### src/rtl/rv32_ctrl_pkg.sv
// Shared definitions for the multicycle RV32I control path: opcodes, FSM
// state encoding, instruction-class bit positions and datapath mux codes.
package rv32_ctrl_pkg;

  // RV32I base opcodes (IR[6:0])
  localparam logic [6:0] OPC_LOAD   = 7'b0000011;
  localparam logic [6:0] OPC_OPIMM  = 7'b0010011;
  localparam logic [6:0] OPC_AUIPC  = 7'b0010111;
  localparam logic [6:0] OPC_STORE  = 7'b0100011;
  localparam logic [6:0] OPC_OP     = 7'b0110011;
  localparam logic [6:0] OPC_LUI    = 7'b0110111;
  localparam logic [6:0] OPC_BRANCH = 7'b1100011;
  localparam logic [6:0] OPC_JALR   = 7'b1100111;
  localparam logic [6:0] OPC_JAL    = 7'b1101111;

  typedef enum logic [2:0] {
    ST_FETCH  = 3'd0,
    ST_DECODE = 3'd1,
    ST_EXEC   = 3'd2,
    ST_MEM    = 3'd3,
    ST_WB     = 3'd4,
    ST_TRAP   = 3'd5
  } state_t;

  // One-hot instruction class bit positions
  localparam int CLS_W      = 9;
  localparam int CLS_OP     = 0;
  localparam int CLS_OPIMM  = 1;
  localparam int CLS_LOAD   = 2;
  localparam int CLS_STORE  = 3;
  localparam int CLS_BRANCH = 4;
  localparam int CLS_JAL    = 5;
  localparam int CLS_JALR   = 6;
  localparam int CLS_LUI    = 7;
  localparam int CLS_AUIPC  = 8;

  typedef logic [CLS_W-1:0] cls_t;

  // Datapath mux codes
  localparam logic [1:0] ALU_A_RS1  = 2'd0;
  localparam logic [1:0] ALU_A_PC   = 2'd1;
  localparam logic [1:0] ALU_A_ZERO = 2'd2;
  localparam logic       ALU_B_RS2  = 1'b0;
  localparam logic       ALU_B_IMM  = 1'b1;
  localparam logic [1:0] WB_ALU     = 2'd0;
  localparam logic [1:0] WB_MEM     = 2'd1;
  localparam logic [1:0] WB_PC4     = 2'd2;
  localparam logic [1:0] PC_PLUS4   = 2'd0;
  localparam logic [1:0] PC_IMM     = 2'd1;
  localparam logic [1:0] PC_ALU     = 2'd2;

  // Trap cause codes
  localparam logic [1:0] TC_NONE    = 2'd0;
  localparam logic [1:0] TC_ILLEGAL = 2'd1;
  localparam logic [1:0] TC_IMEM    = 2'd2;
  localparam logic [1:0] TC_DMEM    = 2'd3;

  // True for classes that need a data-memory access
  function automatic logic is_mem_class(input cls_t cls);
    return cls[CLS_LOAD] | cls[CLS_STORE];
  endfunction

endpackage

### src/rtl/opcode_classifier.sv
// Combinational RV32I opcode decoder: one-hot class plus illegal flag.
module opcode_classifier
  import rv32_ctrl_pkg::*;
(
  input  logic [6:0] opcode,
  output cls_t       cls,
  output logic       illegal
);

  // Map each supported opcode onto its class bit; anything else is illegal
  always_comb begin
    cls = '0;
    case (opcode)
      OPC_OP:     cls[CLS_OP]     = 1'b1;
      OPC_OPIMM:  cls[CLS_OPIMM]  = 1'b1;
      OPC_LOAD:   cls[CLS_LOAD]   = 1'b1;
      OPC_STORE:  cls[CLS_STORE]  = 1'b1;
      OPC_BRANCH: cls[CLS_BRANCH] = 1'b1;
      OPC_JAL:    cls[CLS_JAL]    = 1'b1;
      OPC_JALR:   cls[CLS_JALR]   = 1'b1;
      OPC_LUI:    cls[CLS_LUI]    = 1'b1;
      OPC_AUIPC:  cls[CLS_AUIPC]  = 1'b1;
      default:    cls = '0;
    endcase
  end

  assign illegal = ~|cls;

endmodule

### src/rtl/multicycle_ctrl.sv
// Multicycle RV32I control FSM: FETCH -> DECODE -> EXEC -> (MEM) -> (WB).
// Memory requests are bounded by a wait counter (MEM_TIMEOUT, 0 = unbounded);
// the TRAP state is sticky until reset. Defining MULTICYCLE_PERF_EN adds
// 64-bit cycle and retired-instruction counters.
module multicycle_ctrl
  import rv32_ctrl_pkg::*;
#(
  parameter int unsigned MEM_TIMEOUT   = 255,
  parameter bit          RESET_ILLEGAL = 1'b0
) (
  input  logic        clk,
  input  logic        reset,
  input  logic [6:0]  opcode,
  input  logic        branch_taken,
  input  logic        imem_ready,
  input  logic        dmem_ready,
  output logic        imem_req,
  output logic        ir_write,
  output logic        dmem_req,
  output logic        dmem_we,
  output logic [1:0]  alu_src_a,
  output logic        alu_src_b,
  output logic [1:0]  wb_sel,
  output logic        rf_we,
  output logic        pc_write,
  output logic [1:0]  pc_src,
  output logic        retire,
  output logic        trap,
  output logic [1:0]  trap_cause
`ifdef MULTICYCLE_PERF_EN
  ,
  output logic [63:0] cycle_cnt,
  output logic [63:0] instret_cnt
`endif
);

  localparam int unsigned WAIT_W = (MEM_TIMEOUT > 32'd1) ? $clog2(MEM_TIMEOUT + 32'd1) : 1;
  localparam logic [WAIT_W-1:0] TIMEOUT_V = WAIT_W'(MEM_TIMEOUT);
  localparam logic [WAIT_W-1:0] WAIT_ONE  = WAIT_W'(32'd1);

  state_t            state_r, state_next_s;
  cls_t              cls_r, dec_cls_s;
  logic              dec_illegal_s;
  logic [WAIT_W-1:0] wait_cnt_r;
  logic              waiting_s, timeout_hit_s;
  logic [1:0]        trap_cause_r, trap_cause_next_s;
  logic [1:0]        sel_a_s, wb_sel_s, pc_src_s;
  logic              sel_b_s;

  opcode_classifier u_cls (
    .opcode  (opcode),
    .cls     (dec_cls_s),
    .illegal (dec_illegal_s)
  );

  assign waiting_s     = ((state_r == ST_FETCH) && !imem_ready) ||
                         ((state_r == ST_MEM)   && !dmem_ready);
  assign timeout_hit_s = (MEM_TIMEOUT != 32'd0) && (wait_cnt_r == TIMEOUT_V);
  assign trap_cause    = trap_cause_r;

  // State, latched instruction class and first trap cause
  always_ff @(posedge clk or posedge reset) begin
    if (reset) begin
      state_r      <= ST_FETCH;
      cls_r        <= '0;
      trap_cause_r <= TC_NONE;
    end else begin
      state_r      <= state_next_s;
      trap_cause_r <= trap_cause_next_s;
      if (state_r == ST_DECODE) begin
        cls_r <= dec_cls_s;
      end else begin
        cls_r <= cls_r;
      end
    end
  end

  // Wait counter: counts stalled request cycles, saturates at the limit,
  // clears whenever no request is outstanding
  always_ff @(posedge clk or posedge reset) begin
    if (reset) begin
      wait_cnt_r <= '0;
    end else if (waiting_s && (wait_cnt_r != TIMEOUT_V)) begin
      wait_cnt_r <= wait_cnt_r + WAIT_ONE;
    end else if (waiting_s) begin
      wait_cnt_r <= wait_cnt_r;
    end else begin
      wait_cnt_r <= '0;
    end
  end

  // Datapath selects derived from the latched class, stable EXEC..WB
  always_comb begin
    sel_a_s  = ALU_A_RS1;
    sel_b_s  = ALU_B_RS2;
    wb_sel_s = WB_ALU;
    pc_src_s = PC_PLUS4;
    if (cls_r[CLS_AUIPC]) begin
      sel_a_s = ALU_A_PC;
      sel_b_s = ALU_B_IMM;
    end else if (cls_r[CLS_LUI]) begin
      sel_a_s = ALU_A_ZERO;
      sel_b_s = ALU_B_IMM;
    end else if (cls_r[CLS_OPIMM] | cls_r[CLS_LOAD] | cls_r[CLS_STORE] | cls_r[CLS_JALR]) begin
      sel_a_s = ALU_A_RS1;
      sel_b_s = ALU_B_IMM;
    end else begin
      sel_a_s = ALU_A_RS1;
      sel_b_s = ALU_B_RS2;
    end
    if (cls_r[CLS_LOAD]) begin
      wb_sel_s = WB_MEM;
    end else if (cls_r[CLS_JAL] | cls_r[CLS_JALR]) begin
      wb_sel_s = WB_PC4;
    end else begin
      wb_sel_s = WB_ALU;
    end
    if (cls_r[CLS_JAL]) begin
      pc_src_s = PC_IMM;
    end else if (cls_r[CLS_JALR]) begin
      pc_src_s = PC_ALU;
    end else begin
      pc_src_s = PC_PLUS4;
    end
  end

  // Next-state and output decode; reset forces every output low at once
  always_comb begin
    state_next_s      = state_r;
    trap_cause_next_s = trap_cause_r;
    imem_req  = 1'b0;
    ir_write  = 1'b0;
    dmem_req  = 1'b0;
    dmem_we   = 1'b0;
    alu_src_a = ALU_A_RS1;
    alu_src_b = ALU_B_RS2;
    wb_sel    = WB_ALU;
    rf_we     = 1'b0;
    pc_write  = 1'b0;
    pc_src    = PC_PLUS4;
    retire    = 1'b0;
    trap      = 1'b0;
    if (reset) begin
      state_next_s = ST_FETCH;
    end else begin
      case (state_r)
        ST_FETCH: begin
          imem_req = 1'b1;
          if (imem_ready) begin
            ir_write     = 1'b1;
            state_next_s = ST_DECODE;
          end else if (timeout_hit_s) begin
            state_next_s      = ST_TRAP;
            trap_cause_next_s = TC_IMEM;
          end else begin
            state_next_s = ST_FETCH;
          end
        end
        ST_DECODE: begin
          if (dec_illegal_s && RESET_ILLEGAL) begin
            state_next_s      = ST_TRAP;
            trap_cause_next_s = TC_ILLEGAL;
          end else if (dec_illegal_s) begin
            pc_write     = 1'b1;
            retire       = 1'b1;
            state_next_s = ST_FETCH;
          end else begin
            state_next_s = ST_EXEC;
          end
        end
        ST_EXEC: begin
          alu_src_a = sel_a_s;
          alu_src_b = sel_b_s;
          wb_sel    = wb_sel_s;
          pc_src    = pc_src_s;
          if (cls_r[CLS_BRANCH]) begin
            pc_write     = 1'b1;
            pc_src       = branch_taken ? PC_IMM : PC_PLUS4;
            retire       = 1'b1;
            state_next_s = ST_FETCH;
          end else if (is_mem_class(cls_r)) begin
            state_next_s = ST_MEM;
          end else begin
            state_next_s = ST_WB;
          end
        end
        ST_MEM: begin
          alu_src_a = sel_a_s;
          alu_src_b = sel_b_s;
          wb_sel    = wb_sel_s;
          pc_src    = pc_src_s;
          dmem_req  = 1'b1;
          dmem_we   = cls_r[CLS_STORE];
          if (dmem_ready && cls_r[CLS_STORE]) begin
            pc_write     = 1'b1;
            retire       = 1'b1;
            state_next_s = ST_FETCH;
          end else if (dmem_ready) begin
            state_next_s = ST_WB;
          end else if (timeout_hit_s) begin
            state_next_s      = ST_TRAP;
            trap_cause_next_s = TC_DMEM;
          end else begin
            state_next_s = ST_MEM;
          end
        end
        ST_WB: begin
          alu_src_a    = sel_a_s;
          alu_src_b    = sel_b_s;
          wb_sel       = wb_sel_s;
          pc_src       = pc_src_s;
          rf_we        = 1'b1;
          pc_write     = 1'b1;
          retire       = 1'b1;
          state_next_s = ST_FETCH;
        end
        ST_TRAP: begin
          trap         = 1'b1;
          state_next_s = ST_TRAP;
        end
        default: begin
          state_next_s = ST_FETCH;
        end
      endcase
    end
  end

`ifdef MULTICYCLE_PERF_EN
  // Cycle counter (frozen in TRAP) and retired-instruction counter
  always_ff @(posedge clk or posedge reset) begin
    if (reset) begin
      cycle_cnt   <= 64'd0;
      instret_cnt <= 64'd0;
    end else begin
      if (state_r != ST_TRAP) begin
        cycle_cnt <= cycle_cnt + 64'd1;
      end else begin
        cycle_cnt <= cycle_cnt;
      end
      if (retire) begin
        instret_cnt <= instret_cnt + 64'd1;
      end else begin
        instret_cnt <= instret_cnt;
      end
    end
  end
`endif

endmodule

### config.mk
export PLATFORM = sky130hd
export DESIGN_NAME = multicycle_ctrl
export DESIGN_NICKNAME = d
export VERILOG_FILES = /design/src/rtl/rv32_ctrl_pkg.sv /design/src/rtl/opcode_classifier.sv /design/src/rtl/multicycle_ctrl.sv
export SDC_FILE = /design/constraint.sdc
export NUM_CORES = 1
export LEC_CHECK = 0
export BUFFER_PORTS_ARGS = -buffer_cell sky130_fd_sc_hd__clkbuf_2
export CAP_MARGIN = 20
export CORE_MARGIN = 8
export CORE_UTILIZATION = 33
export DETAILED_ROUTE_END_ITERATION = 6
export GPL_TIMING_DRIVEN = 0
export PLACE_DENSITY = 0.58
export SYNTH_ARGS = -nofsm -noshare
export SYNTH_HDL_FRONTEND = slang
export SYNTH_SLANG_ARGS = --single-unit
export TNS_END_PERCENT = 10
### constraint.sdc
create_clock -name clk -period 2.38 [get_ports clk]
set_clock_uncertainty 0.15 [all_clocks]
set_input_delay 0 -clock clk [delete_from_list [all_inputs] [get_ports clk]]
set_output_delay 0 -clock clk [all_outputs]
set_load 0.03 [all_outputs]
==> flow_metrics.tcl <==
set metrics [dict create \
    status "complete, no violations" \
    pwr-share-comb 0.144 \
    synth_flop_cell "dfrtp_1" \
    yosys.area_share.simple 0.322 \
    routed-via-count 1247 \
    ys_warn_count 0 \
    synth_compound_area_frac 0.178 \
    avgSynthCellArea_um2 8.45 \
    crit_family "buffers and inverters" \
    crit_type "register to output port" \
    muxShareOfSynthArea 0.0229 \
    p_seq_frac 0.518 \
    min-delay-start "dmem_ready" \
    holdPathStages 4 \
    drtPass1Iterations 4 \
    critPathBufInv 3 \
    hp-class "input pin to register" \
    drive_gt1_frac 0.194 \
    grt_overflow_total 0 \
    die_y_um 79.0 \
    critPathLaunchType "register" \
    grt_use_total 0.112 \
    cts.clk_slew.worst_paths_ns 0.08 \
    synth_fp_nets 168 \
    place_hpwl_um 2540 \
    cp.required_ns 2.23 \
    critPathSlowestCell "dfrtp_1" \
    cts_root_buf "clkbuf_8" \
    synth_top_family_by_area "simple AND/OR/NAND/NOR gates" \
    dieArea_um2 6240 \
    n_antenna_cell 0 \
    rr_worst_depth 5 \
    fill_cells 448 \
    insertion_delay_ns 0.26 \
    max_freq_ghz 0.456 \
    wl_per_cell_um 13.5 \
    grt_setup_unrepaired "true" \
    leakagePower_nw 0.722 \
    r2r_slack_ns 0.34 \
    hold_path_end "state_r[0]" \
    drv_slew 0 \
    utilization 0.425 \
    drc 0 \
    synth_adder_area_share 0.00955 \
    slew_headroom 0.648 \
    final_nets 210 \
    cap_violations 0 \
    antenna_found_initial 0 \
    syn_to_final_growth_pct 26.9 \
    grt_max_degree 26 \
    ioPinCount 29 \
    endpoint_kind "output port" \
    layout_min_cycle_time_ns 2.19 \
    synth-seq-cells 21 \
    p_sw_mw 0.192 \
    ys_types 44 \
    gp_congestion 0.797 \
    slowest_delay_ns 0.44 \
    htree_levels 1 \
    viasPerCell 5.07 \
    drt_iter0_markers 39 \
    clock_path_buffers 2 \
    rows 23 \
    post-route-period-util 0.922 \
    cts_num_sinks 21 \
    hold_viol 0 \
    synth_cells 155 \
    syn_area_um2 1310 \
    drtAntennaViolNets 0 \
    cellInternalPower_mw 0.524 \
    grt_pass1_wl_um 5740 \
    peakVddDrop_v 0.000231 \
    port_buffers 27 \
    clockPowerShare 0.338 \
    tns_ns 0 \
    coreArea_um2 3910 \
    sw_frac_of_total 0.268 \
    cp_max_fo 6 \
    synthXorXnorAreaFrac 0.0267 \
    arrival_ns 2.04 \
    chipWidth_um 79.0 \
    synth_edf_count 0 \
    reg2reg_to "trap_cause[0]" \
    powerDensity_nw_per_um2 431 \
    grt_pass1_vias 1293 \
    worst_pin_slew_ns 0.526 \
    worstReg2RegStart "wait_cnt_r[0]" \
    worstPathCellList "nand2b_1, or2_1, clkbuf_1, a41o_1, a31oi_2, buf_4, clkbuf_2" \
    finalSetupViolations 0 \
    cts_buffers 3 \
    start_util 0.335 \
    tritoncts "built" \
    totalWireLength_um 3320 \
    yosysSeqAreaShare 0.401 \
    async_flop_share 1.00 \
    holdWs_ns 0.0767 \
]
cell usage in the layout, fill, tap and decap left out, types with 6 or more instances in the layout:
cell type / count
a21oi_1: 6
dfrtp_1: 21
o21ai_0: 6
nand2_1: 24
nor2_1: 17
clkbuf_2: 27
dlygate4sd3_1: 10
nand2b_1: 7
clkbuf_1: 8
power by group through the flow:
stage / clock [mW] / combinational [mW] / sequential [mW]
after floorplan: 0 / 0.0582 / 0.378
after global placement: 0 / 0.0910 / 0.378
after detailed placement: 0 / 0.0911 / 0.378
after CTS: 0.251 / 0.103 / 0.371
after global routing: 0.263 / 0.116 / 0.372
final: 0.242 / 0.103 / 0.371
flip-flops by register name, summed over array words and instances (netlist names):
register	count
state_r	3
cls_r	8
wait_cnt_r	8
trap_cause	2
tightest hold or removal path: cells and delay by family:
kind,cells,cell delay (ns)
buf+inv,1,0.12
compound gates,2,0.22
simple gates,1,0.11
timing repair:
item	in CTS	in global routing
setup buffers	0	0
endpoints found under the hold margin	30	0
endpoints found under the setup margin	0	3
resized for setup	0	2
hold buffers	10	0
routing by layer:
metal	GRT usage	vias to the layer above	wire, µm
li1	-	632	-
met1	0.126	592	1510
met2	0.205	19	1680
met3	0.0293	4	105
met4	0.0278	0	30
met5	0	-	0
synth_stat cells (2+ instances only):
| master | n | share of area |
|---|---|---|
| o2111ai_1 | 2 | 0.013 |
| xor2_1 | 4 | 0.027 |
| o32a_1 | 2 | 0.015 |
| inv_1 | 5 | 0.014 |
| mux2i_1 | 3 | 0.023 |
| o21ai_0 | 6 | 0.023 |
| o31ai_1 | 4 | 0.023 |
| nor3_1 | 4 | 0.015 |
| nor3b_1 | 2 | 0.011 |
| a21oi_1 | 6 | 0.023 |
| nand3_1 | 4 | 0.015 |
| nor2_1 | 17 | 0.049 |
| nand2_1 | 24 | 0.069 |
| nand3b_1 | 2 | 0.011 |
| a31oi_1 | 2 | 0.0095 |
| nor2b_1 | 3 | 0.014 |
| and2_1 | 4 | 0.019 |
| clkbuf_1 | 7 | 0.020 |
| dfrtp_1 | 21 | 0.40 |
| or3_1 | 3 | 0.014 |
| nand2b_1 | 7 | 0.033 |
through the flow:
step / worst slack, ns / instances / cell area, µm² / power [mW]
after detailed placement: 0.327 / 232 / 1510 / 0.469
after global routing: -0.0544 / 246 / 1660 / 0.751
final: 0.186 / 246 / 1660 / 0.717
after floorplan: 0.245 / 155 / 1310 / 0.436
after CTS: 0.126 / 246 / 1650 / 0.725
after global placement: 0.337 / 232 / 1510 / 0.469
layout make-up:
class / instances / area, µm² / share of cell area
clock buffer: 4 / 45.0 / 0.0271
multi-input combinational: 121 / 738 / 0.444
timing repair buffer: 37 / 235 / 0.141
sequential: 21 / 526 / 0.316
buffer: 8 / 33.8 / 0.0203
inverter: 5 / 22.5 / 0.0135
tap: 50 / 62.6 / 0.0376
worst max-delay path by stage:
stage,end,cells after the start,from
global route,trap,6,reset
detailed placement,trap_cause[0],5,wait_cnt_r[0]
global placement,trap_cause[0],5,wait_cnt_r[0]
CTS,retire,7,state_r[1]
floorplan,retire,6,state_r[1]
finish,retire,7,state_r[1]
cells by family (layout without fill, tap and decap cells):
logic type / count (synthesis) / after routing
AND/OR/NAND/NOR: 81 / 81
AO/OA/AOI/OAI: 32 / 32
flip-flops: 21 / 21
buffers and inverters: 13 / 54
XOR/XNOR: 4 / 4
multiplexers: 3 / 3
adder cells (fa/ha/maj): 1 / 1
(Power assumes the default switching activity.)
